`config.mk`:
```
export PLATFORM = sky130hd
export DESIGN_NAME = note_recorder
export DESIGN_NICKNAME = d
export VERILOG_FILES = /design/src/rtl/song_pkg.sv /design/src/rtl/rec_edge_detect.sv /design/src/rtl/note_recorder.sv
export SDC_FILE = /design/constraint.sdc
export NUM_CORES = 1
export LEC_CHECK = 0
export CAP_MARGIN = 20
export CORE_MARGIN = 5
export CORE_UTILIZATION = 30
export CTS_BUF_LIST = sky130_fd_sc_hd__clkbuf_16
export CTS_CLUSTER_DIAMETER = 80
export CTS_CLUSTER_SIZE = 8
export DETAILED_ROUTE_END_ITERATION = 10
export HOLD_SLACK_MARGIN = 0.05
export PLACE_DENSITY = 0.51
export SYNTH_ARGS = -nofsm -noshare
export SYNTH_HDL_FRONTEND = slang
export SYNTH_SLANG_ARGS = --single-unit
export TNS_END_PERCENT = 20
```
`constraint.sdc`:
```
create_clock -name clk -period 4.9 [get_ports clk]
set_clock_uncertainty 0.15 [all_clocks]
set_input_delay 0.49 -clock clk [delete_from_list [all_inputs] [get_ports clk]]
set_output_delay 0.49 -clock clk [all_outputs]
set_load 0.03 [all_outputs]
```
`src/rtl/song_pkg.sv`:
```
// rtl/song_pkg.sv - shared song-entry layout and recorder state encoding
// Used by both the capture (note_recorder) and playback sides of the song memory.
package song_pkg;

   localparam int ENTRY_W  = 19;
   localparam int PIT_LSB  = 14;
   localparam int NOTE_LSB = 4;
   localparam int BEAT_W   = 4;
   localparam int NOTE_W   = PIT_LSB - NOTE_LSB;
   localparam int PIT_W    = ENTRY_W - PIT_LSB;

   typedef enum logic [2:0] {
      IDLE,
      ARMED,
      RECORD,
      FLUSH,
      DONE
   } rec_state_t;

   function automatic logic [ENTRY_W-1:0] pack_entry(
      input logic [PIT_W-1:0]  pit_f,
      input logic [NOTE_W-1:0] note_f,
      input logic [BEAT_W-1:0] beat_f
   );
      return {pit_f, note_f, beat_f};
   endfunction

endpackage

```
`src/rtl/rec_edge_detect.sv`:
```
// rtl/rec_edge_detect.sv - registered rising-edge detector for the record request
module rec_edge_detect (
   input  logic clk,
   input  logic rst,
   input  logic level,
   output logic rise
);

   logic prev;

   always_ff @(posedge clk or posedge rst) begin
      if (rst) begin
         prev <= 1'b0;
      end else begin
         prev <= level;
      end
   end

   assign rise = level & ~prev;

endmodule

```
`src/rtl/note_recorder.sv`:
```
// rtl/note_recorder.sv - samples live notes on tempo ticks and writes run-length
// {pitch, note, beat} entries into the song RAM while recording.
module note_recorder
   import song_pkg::*;
#(
   parameter int ADDR_W   = 10,
   parameter int MAX_BEAT = 15
) (
   input  logic                clk,
   input  logic                rst,
   input  logic                rec_en,
   input  logic                clear,
   input  logic                tick,
   input  logic [NOTE_W-1:0]   note,
   input  logic [PIT_W-1:0]    pitchshift,
   output logic                wr_en,
   output logic [ADDR_W-1:0]   wr_addr,
   output logic [ENTRY_W-1:0]  wr_data,
   output logic [ADDR_W:0]     rec_length,
   output logic                busy,
   output logic                full
);

   localparam logic [BEAT_W-1:0] BEAT_MAX = BEAT_W'(MAX_BEAT);

   rec_state_t          state, state_n;
   logic [ADDR_W-1:0]   ptr;
   logic [NOTE_W-1:0]   cur_note;
   logic [PIT_W-1:0]    cur_pit;
   logic [BEAT_W-1:0]   cur_beat;
   logic                rec_rise;
   logic                last_slot;
   logic                same_sample;

   logic do_write, do_load, do_inc, do_arm, do_clear_len, do_clear_full, set_full;

   rec_edge_detect u_rec_edge (
      .clk   (clk),
      .rst   (rst),
      .level (rec_en),
      .rise  (rec_rise)
   );

   assign last_slot   = (ptr == {ADDR_W{1'b1}});
   assign same_sample = (note == cur_note) && (pitchshift == cur_pit);
   assign busy        = (state == ARMED) || (state == RECORD) || (state == FLUSH);

   always_comb begin
      state_n       = state;
      do_write      = 1'b0;
      do_load       = 1'b0;
      do_inc        = 1'b0;
      do_arm        = 1'b0;
      do_clear_len  = 1'b0;
      do_clear_full = 1'b0;
      set_full      = 1'b0;
      case (state)
         IDLE: begin
            if (rec_en) begin
               state_n = ARMED;
               do_arm  = 1'b1;
            end else if (clear) begin
               do_clear_len = 1'b1;
            end
         end
         ARMED: begin
            if (!rec_en) begin
               state_n = IDLE;
            end else if (tick && (note != '0)) begin
               do_load = 1'b1;
               state_n = RECORD;
            end
         end
         RECORD: begin
            // A stop request wins over a tick arriving in the same cycle.
            if (!rec_en) begin
               state_n = FLUSH;
            end else if (tick) begin
               if (same_sample && (cur_beat < BEAT_MAX)) begin
                  do_inc = 1'b1;
               end else begin
                  do_write = 1'b1;
                  if (last_slot) begin
                     set_full = 1'b1;
                     state_n  = DONE;
                  end else begin
                     do_load = 1'b1;
                  end
               end
            end
         end
         FLUSH: begin
            do_write = 1'b1;
            set_full = last_slot;
            state_n  = DONE;
         end
         DONE: begin
            if (clear) begin
               do_clear_len  = 1'b1;
               do_clear_full = 1'b1;
               state_n       = IDLE;
            end else if (rec_rise) begin
               do_arm  = 1'b1;
               state_n = ARMED;
            end
         end
         default: state_n = IDLE;
      endcase
   end

   always_ff @(posedge clk or posedge rst) begin
      if (rst) begin
         state      <= IDLE;
         wr_en      <= 1'b0;
         wr_addr    <= '0;
         wr_data    <= '0;
         rec_length <= '0;
         full       <= 1'b0;
         ptr        <= '0;
         cur_note   <= '0;
         cur_pit    <= '0;
         cur_beat   <= '0;
      end else begin
         state <= state_n;
         wr_en <= do_write;
         if (do_write) begin
            wr_addr    <= ptr;
            wr_data    <= pack_entry(cur_pit, cur_note, cur_beat);
            ptr        <= ptr + 1'b1;
            rec_length <= {1'b0, ptr} + 1'b1;
         end
         if (do_arm) begin
            ptr        <= '0;
            wr_addr    <= '0;
            rec_length <= '0;
            full       <= 1'b0;
         end
         if (do_clear_len) begin
            rec_length <= '0;
         end
         if (do_clear_full) begin
            full <= 1'b0;
         end
         if (set_full) begin
            full <= 1'b1;
         end
         if (do_load) begin
            cur_note <= note;
            cur_pit  <= pitchshift;
            cur_beat <= BEAT_W'(1);
         end else if (do_inc) begin
            cur_beat <= cur_beat + 1'b1;
         end
      end
   end

endmodule
```
==> results of run 1 <==
cells in the mapped netlist, types with 2 or more instances:
cell type  number
a21o_1          8
a21oi_1         6
a22o_1          2
a31o_1          2
and2_1          2
and3_1          7
buf_2           5
buf_4           4
buf_6           3
clkbuf_1        4
dfrtp_1        75
ha_1            2
inv_1           3
mux2_2          9
mux2_4          6
nand2_1        96
nand2b_1        4
nand3_1        22
nand4_1         4
nor2_1         18
nor3_1          4
o21a_1          6
o21ai_0         4
or4_1           2
xnor2_1        21
xor2_1          4
layer usage:
layer  global-route usage  vias up  share of wire
li1                     -     1259              -
met1                0.168     1270           0.46
met2                0.209       62           0.47
met3               0.0411        8          0.060
met4               0.0283        0         0.0069
met5                    0        -              0
cell usage in the layout (no fill, tap or decap), types with 3 or more instances in the layout:
cell type,count
o21a_1,6
a21oi_1,6
o21ai_0,4
and3_1,7
inv_1,3
nand3_1,22
xnor2_1,21
mux2_2,9
clkdlybuf4s50_1,62
nor2_1,18
nor3_1,4
clkbuf_16,9
nand4_1,4
nand2b_1,4
xor2_1,4
a21o_1,8
dfrtp_1,75
buf_4,4
mux2_4,6
nand2_1,96
area by class of cell:
| class | instances | area share |
|---|---|---|
| Sequential cell | 75 | 0.417 |
| Timing Repair Buffer | 67 | 0.149 |
| Tap cell | 143 | 0.0398 |
| Clock buffer | 9 | 0.0501 |
| Inverter | 4 | 0.00334 |
| Multi-Input combinational cell | 241 | 0.322 |
| Clock inverter | 6 | 0.0184 |
cell families (layout without fill, tap and decap cells):
family,after synthesis,in the layout,synth area share
fa+ha+maj,2,2,0.00728
xor+xnor,25,25,0.0638
mux,15,15,0.0557
simple gates,163,163,0.207
compound gates,36,36,0.0849
buf+inv,20,86,0.0346
flops,75,75,0.546
worst reg2reg max path, delay by kind of cell, from the launching register on:
family | cells | cell delay, ns
AOI/OAI and AO/OA | 2 | 1.00
and+or+nand+nor | 2 | 0.84
buffers and inverters | 1 | 0.45
DFF | 1 | 0.41
xor gates and xnor gates | 1 | 0.20
stage by stage:
step	std cells	area [µm²]	setup slack [ns]	hold WS, ns	util
after floorplan	336	3430	2.35	0.310	-
after global placement	529	4170	1.19	0.317	0.368
after detailed placement	529	4170	1.17	0.316	0.368
after CTS	544	4480	1.51	0.330	0.396
after global routing	545	4500	1.33	0.273	0.397
final	545	4500	1.53	0.249	0.397
state kept, by name, indices dropped and copies added, names as in the netlist:
signal,count
cur_beat,4
full,1
u_rec_edge.prev,1
wr_addr,10
wr_data,19
wr_en,1
cur_note,10
state,3
rec_length,11
cur_pit,5
ptr,10
worst max path at each step:
stage / slack, ns / from / end
3_3_place_gp: 1.19 / note[7] / ptr[1]
6_report: 1.53 / note[7] / ptr[1]
3_5_place_dp: 1.17 / note[7] / ptr[1]
2_1_floorplan: 2.35 / rst / cur_beat[0]
4_1_cts: 1.51 / note[7] / ptr[1]
5_1_grt: 1.33 / note[7] / ptr[1]
power breakdown:
group,internal (mW),switching (mW)
clock network,0.440,0.244
registers,0.779,0.134
logic,0.375,0.501
total,1.59,0.879
==> results.toml, run 1 <==
[placed_design]
portBuffers = 62
routabilityCongestion = 0.790
hpwl_um = 6000

[routing]
postRouteAntennaNets = 0
routed_wl_um = 8450
drc = 0
vias = 2599
vias_per_cell = 4.77
drtIter0Drc = 175
drt_first_pass_iters = 4
wire_per_inst_um = 15.5

[critical_path]
ff2ff_path_depth = 6
critPathCaptureType = "register"
r2r_start = "cur_pit[4]"
crit_chain = "clkdlybuf4s50_1, xnor2_1, nand4_1, or4_1, a41oi_4, inv_2, a22o_1"
required_ns = 4.96
cp_max_fo = 35
reg2reg_slack_ns = 1.74
path_buf_inv = 2
path_delay_family = "compound AO/OA/AOI/OAI gates"
cp_slowest_cell = "or4_1"
critical-path-max-stage-delay_ns = 0.70
cp.depth = 7
arrival_ns = 3.43
critPathLaunchType = "input pin"
worstSetupPathType = "in2reg"
reg2reg_to = "ptr[1]"

[finish]
register_area_um2 = 1880
fill_cells = 1148
area_delta_synth_final_pct = 31.0
fin_nets = 420
antenna_cells = 0
multi_input_area_um2 = 1450
drive_above_1_share = 0.102

[power]
total_power_mw = 2.47
power.density_nw_per_um2 = 550
p_leak_nw = 2.09
ir_drop_v = 0.000275

[sta]
fin_crit_sh = 0.687
slew_headroom = 0.548
hold_violations = 0
slew_viol_final = 0
fin_crit_ns = 3.37
fin_setup_tns_ns = 0
fmax_mhz = 297
setup_viol = 0
rsz0062_at_grt = "no"
tightest_slew_ns = 0.677

[clocking]
h-tree-depth = 3
ctsHoldBuffers = 0
cts_inserted_buffers = 9
cts_root_buf = "clkbuf_16"
path_clk_slew_ns = 0.06
post_cts_buffers = 0
cts_tree = "done"
clkLatencyLatePin_ns = 0.33
clock-sinks = 75
clk_path_buf_depth = 2
cts_resized = 0

[logic_synthesis]
synth_top_cell_by_area = "dfrtp_1"
syn_area_per_cell_um2 = 10.2
yosysTopAreaCellShare = 0.546
synth-seq-cells = 75
synthArstFlopShare = 1.00
ys.warnings.count = 0
syn-num-nets = 358
syn_inst = 336
yosysSeqAreaShare = 0.546
synth_ff_type = "dfrtp_1"
synth_edf_count = 0
yosysUniqueCellTypes = 39
syn-cell-area_um2 = 3430
synth_area_leaders = "dfrtp_1, nand2_1, xnor2_1"

[outcome]
status = "finished clean"

[job]
maxCapViolCount = 0

[global_routing]
grt_pass1_wl_um = 13500
gr-total-overflow = 0
grt_max_degree = 49
grt_pass1_vias = 2617
antenna_found_initial = 0
grt_use_total = 0.128

[worst_hold_path]
hold_path.class = "in2async"

[floorplan]
die_h_um = 117
dieArea_um2 = 13700
die_w_um = 117
rows = 39
core_area_um2 = 11300
initial_utilization = 0.303
ios = 63
Note: power is estimated with default switching activity, not from simulation.
==> run 2: changes to the inputs <==
--- a/config.mk
+++ b/config.mk
@@ -13,7 +13,7 @@
 export CTS_CLUSTER_SIZE = 8
 export DETAILED_ROUTE_END_ITERATION = 10
 export HOLD_SLACK_MARGIN = 0.05
-export PLACE_DENSITY = 0.51
+export PLACE_DENSITY = 0.52
 export SYNTH_ARGS = -nofsm -noshare
 export SYNTH_HDL_FRONTEND = slang
 export SYNTH_SLANG_ARGS = --single-unit
==> constraint.sdc (replaced) <==
create_clock -name clk -period 2.7 [get_ports clk]
set_clock_uncertainty 0.15 [all_clocks]
set_input_delay 0.27 -clock clk [delete_from_list [all_inputs] [get_ports clk]]
set_output_delay 0.27 -clock clk [all_outputs]
set_load 0.03 [all_outputs]
==> run 2 against run 1 <==
  * Design area is 5.5% higher
  * Global-route usage hardly changed
  * Critical path depth up 1
  * Non-clock buffer count is 23 higher
  * Highest routed layer unchanged
==> results.toml, run 2 (same netlist as run 1, synthesis figures left out) <==
[floorplan]
die_w_um = 117
core_area_um2 = 11300
dieArea_um2 = 13700
rows = 39
initial_utilization = 0.303
ios = 63
die_h_um = 117

[critical_path]
reg2reg_to = "rec_length[7]"
critPathLaunchType = "register"
cp-startpoint = "cur_beat[0]"
ff2ff_path_depth = 8
cp_max_fo = 17
arrival_ns = 2.61
worstSetupPathType = "reg2reg"
r2r_start = "cur_beat[0]"
critPathCaptureType = "register"
required_ns = 2.77
reg2reg_slack_ns = 0.16

[clocking]
clkLatencyLatePin_ns = 0.33
post_cts_buffers = 0
cts_tree = "done"
cts_inserted_buffers = 9
clock-sinks = 75
path_clk_slew_ns = 0.06
cts_root_buf = "clkbuf_16"
h-tree-depth = 3
clk_path_buf_depth = 2

[finish]
fill_cells = 1152
final_common_cell = "nand2_1"
area_delta_synth_final_pct = 38.2
antenna_cells = 0
layout_common_cells = "nand2_1, dfrtp_1, clkdlybuf4s50_1"
regMostFlops = "wr_data"
largest_register_ffs = 19
register_area_um2 = 1880
drive_above_1_share = 0.153
multi_input_area_um2 = 1450
largestRegisters = "wr_data (19), rec_length (11)"
fin_nets = 443

[routing]
drt_first_pass_iters = 4
postRouteAntennaNets = 0
vias_per_cell = 4.72
drtIter0Drc = 143
routed_wl_um = 8450
wire_per_inst_um = 14.9
vias = 2686
drc = 0

[power]
ir_drop_v = 0.000520
power.density_nw_per_um2 = 1010
p_leak_nw = 2.22

[placed_design]
hpwl_um = 6250
routabilityCongestion = 0.753
portBuffers = 62
place_ws_ns = -0.177

[worst_hold_path]
hold_path.class = "in2async"

[sta]
fin_crit_ns = 2.54
setup_slack_ns = 0.161
setup_viol = 0
timing.hold.ws_ns = 0.218
fin_crit_sh = 0.940
slew_viol_final = 0
tightest_slew_ns = 0.509
fin_setup_tns_ns = 0
slew_headroom = 0.660
fmax_mhz = 394
hold_violations = 0
rsz0062_at_grt = "no"

[outcome]
status = "finished clean"

[global_routing]
grt_use_total = 0.128
antenna_found_initial = 0
grt_pass1_wl_um = 13600
grt_max_degree = 39
grt_pass1_vias = 2746
gr-total-overflow = 0

[job]
maxCapViolCount = 0
-- run 2: per-stage QoR --
| stage | total power [mW] | util | instance area, µm² | instances |
|---|---|---|---|---|
| 6_report | 4.78 | 0.419 | 4750 | 569 |
| 5_1_grt | 5.05 | 0.419 | 4750 | 569 |
| 4_1_cts | 4.85 | 0.419 | 4740 | 569 |
| 3_5_place_dp | 3.46 | 0.389 | 4400 | 553 |
| 3_3_place_gp | 3.44 | 0.389 | 4400 | 553 |
| 2_1_floorplan | 2.75 | - | 3430 | 336 |
-- run 2: power breakdown --
group          switching [mW]  internal, mW  leakage [nW]
clock                   0.463         0.900         0.163
combinational           0.941         0.822          1.08
sequential              0.243          1.41         0.981
-- run 2: worst max path at each step --
stage	end	slack [ns]
3_3_place_gp	rec_length[7]	-0.17
2_1_floorplan	cur_note[2]	0.32
6_report	rec_length[7]	0.16
4_1_cts	rec_length[3]	0.08
3_5_place_dp	rec_length[4]	-0.18
5_1_grt	wr_addr[5]	0.02
-- run 2: layout make-up --
type,count,share of cell area
Sequential cell,75,0.395
Tap cell,143,0.0377
Clock buffer,9,0.0475
Multi-Input combinational cell,241,0.306
Clock inverter,7,0.0243
Inverter,4,0.00316
Timing Repair Buffer,90,0.186
-- run 2: layer usage --
metal  GRT usage  up-vias  share of wire
li1            -     1298              -
met2       0.207       64           0.47
met5           0        -              0
met3      0.0355       10          0.059
met4      0.0390        0          0.013
met1       0.168     1314           0.46
-- run 2: timing repair --
action / in CTS / in global routing
endpoints found under the setup margin: 0 / 3
resized for setup: 0 / 1
hold endpoints to repair: 0 / 0
hold buffers: 0 / 0
-- run 2: critical path, cell delays in order, from the launching register on --
cell,delay [ns]
dfrtp_1,0.42
ha_1,0.23
nand3_1,0.12
nand4_1,0.13
or4_1,0.55
a41oi_4,0.33
buf_6,0.22
nor2_1,0.08
o21a_1,0.19
==> run 3: changes to the inputs <==
--- a/config.mk
+++ b/config.mk
@@ -5,6 +5,7 @@
 export SDC_FILE = /design/constraint.sdc
 export NUM_CORES = 1
 export LEC_CHECK = 0
+export ABC_CLOCK_PERIOD_IN_PS = 2700
 export CAP_MARGIN = 20
 export CORE_MARGIN = 5
 export CORE_UTILIZATION = 30
@@ -14,7 +15,9 @@
 export DETAILED_ROUTE_END_ITERATION = 10
 export HOLD_SLACK_MARGIN = 0.05
 export PLACE_DENSITY = 0.52
+export SLEW_MARGIN = 20
 export SYNTH_ARGS = -nofsm -noshare
 export SYNTH_HDL_FRONTEND = slang
+export SYNTH_HIERARCHICAL = 1
 export SYNTH_SLANG_ARGS = --single-unit
 export TNS_END_PERCENT = 20
==> run 3 against run 2 <==
  * Maximum frequency is 0.45% lower
  * Wire length is 6.5% lower
  * First-iteration DRC count fell by 41%
  * Via count decreased by 9.5%
  * Register-to-register slack hardly changed
  * Sequential cell count stayed put
  * Sequential power is essentially flat
  * Global-route usage is 0.53 points lower
  * Non-clock buffer count is 4 lower
  * Sequential share of layout area grew 0.65 points
  * Design area decreased by 1.6%
  * Critical path type unchanged
  * Highest routed layer unchanged
==> results.toml, run 3 <==
[sta]
rsz0062_at_grt = "no"
setup_viol = 0
timing.hold.ws_ns = 0.331
hold_violations = 0
slew_headroom = 0.531
fin_crit_sh = 0.944
fmax_mhz = 392
tightest_slew_ns = 0.702
slew_viol_final = 0
fin_crit_ns = 2.55

[clocking]
clkLatencyLatePin_ns = 0.33
clk_path_buf_depth = 2
cts_root_buf = "clkbuf_16"
clock-sinks = 75
cts_resized = 0
post_cts_buffers = 0
cts_inserted_buffers = 9
cts_tree = "done"
h-tree-depth = 3
ctsHoldBuffers = 1
path_clk_slew_ns = 0.06

[power]
power.density_nw_per_um2 = 980
total_power_mw = 4.58
p_leak_nw = 1.99
ir_drop_v = 0.000456

[critical_path]
required_ns = 2.76
arrival_ns = 2.61
critPathLaunchType = "register"
worstSetupPathType = "reg2reg"
reg2reg_to = "wr_data[5]"
cp_max_fo = 12
ff2ff_path_depth = 7
r2r_start = "cur_beat[1]"
reg2reg_slack_ns = 0.15
critPathCaptureType = "register"

[logic_synthesis]
synth_ff_type = "dfrtp_1"
syn_area_per_cell_um2 = 11.5
yosysSeqAreaShare = 0.546
syn-cell-area_um2 = 3440
synth_area_leaders = "dfrtp_1, mux2_2, xnor2_1"
synth_common_cells = "dfrtp_1, nand2_1, xnor2_1"
yosysTopAreaCellShare = 0.546
yosysUniqueCellTypes = 40
synth.most_common_cell = "dfrtp_1"
synth_top_cell_by_area = "dfrtp_1"
syn-num-nets = 321
synth-seq-cells = 75
synthArstFlopShare = 1.00
syn_inst = 299
synth_edf_count = 0
ys.warnings.count = 6

[worst_hold_path]
hp-start = "wr_data[1]"
hold_path.class = "reg2reg"
min_path_cells = 1
min_to = "wr_data[1]"

[floorplan]
die_w_um = 117
die_h_um = 117
core_area_um2 = 11300
ios = 63
rows = 39
initial_utilization = 0.304
dieArea_um2 = 13700

[routing]
wire_per_inst_um = 14.9
vias = 2432
drtIter0Drc = 85
drc = 0
vias_per_cell = 4.59
drt_first_pass_iters = 4
routed_wl_um = 7910
postRouteAntennaNets = 0

[finish]
drive_above_1_share = 0.183
fill_cells = 1116
final_common_cell = "dfrtp_1"
largestRegisters = "wr_data (19), rec_length (11)"
layout_common_cells = "dfrtp_1, clkdlybuf4s50_1, nand2_1"
antenna_cells = 0
regMostFlops = "wr_data"
instances_no_fill = 530
largest_register_ffs = 19
utilization = 0.412
fin_nets = 404
area_delta_synth_final_pct = 35.9

[global_routing]
antenna_found_initial = 0
grt_pass1_vias = 2535
grt_pass1_wl_um = 13000
grt_max_degree = 42
gr-total-overflow = 0
grt_use_total = 0.123

[placed_design]
dp.cells = 513
routabilityCongestion = 0.790
hpwl_um = 5750
portBuffers = 62

[outcome]
status = "finished clean"

[job]
maxCapViolCount = 0
-- run 3: area by class of cell --
cell class                 instances  area [µm²]  share of cell area
inverter                           4        15.0             0.00322
clock buffer                       9         225              0.0482
sequential                        75        1880               0.402
clock inverter                     7        61.3              0.0131
tap                              143         179              0.0383
timing repair buffer              86         853               0.183
multi-input combinational        206        1460               0.312
-- run 3: logic make-up after synthesis --
family                     count (synthesis)  share of synthesized area
adders and majority gates                  2                    0.00728
muxes                                     34                      0.118
buffers and inverters                     18                     0.0295
and+or+nand+nor                           98                      0.142
DFF                                       75                      0.546
xor gates and xnor gates                  26                     0.0663
AOI/OAI and AO/OA                         46                     0.0914
-- run 3: worst max path at each step --
stage / startpoint / end / slack, ns / cells after the start
3_3_place_gp: note[8] / wr_data[1] / -0.06 / 7
4_1_cts: cur_beat[1] / wr_data[5] / 0.14 / 7
5_1_grt: cur_beat[1] / rec_length[8] / 0.04 / 8
6_report: cur_beat[1] / wr_data[5] / 0.15 / 7
3_5_place_dp: note[7] / wr_data[5] / -0.10 / 7
2_1_floorplan: cur_beat[0] / cur_note[3] / 0.29 / 9
-- run 3: per-stage QoR --
step                      area [µm²]  worst slack, ns  TNS, ns
after CTS                       4670            0.138        0
after global placement          4370          -0.0619    -1.34
after floorplan                 3440            0.288        0
after detailed placement        4370           -0.101    -2.53
final                           4670            0.150        0
after global routing            4670           0.0397        0
-- run 3: power breakdown --
| group | total (mW) | switching (mW) | internal (mW) |
|---|---|---|---|
| logic | 1.76 | 0.884 | 0.878 |
| clock network | 1.15 | 0.445 | 0.704 |
| registers | 1.67 | 0.245 | 1.42 |
| total | 4.58 | 1.57 | 3.00 |
-- run 3: routing by layer --
metal / vias up / wire [µm] / global-route usage
met5: - / 0 / 0
met1: 1171 / 3910 / 0.173
li1: 1212 / - / -
met2: 39 / 3540 / 0.182
met4: 0 / 136 / 0.0474
met3: 10 / 318 / 0.0308
-- run 3: critical path, cell delays in order (launching register included) --
cell	delay (ns)
dfrtp_1	0.40
ha_1	0.20
nand3_1	0.15
nand4_1	0.15
or4_1	0.51
a31o_2	0.33
buf_4	0.21
mux2_1	0.33
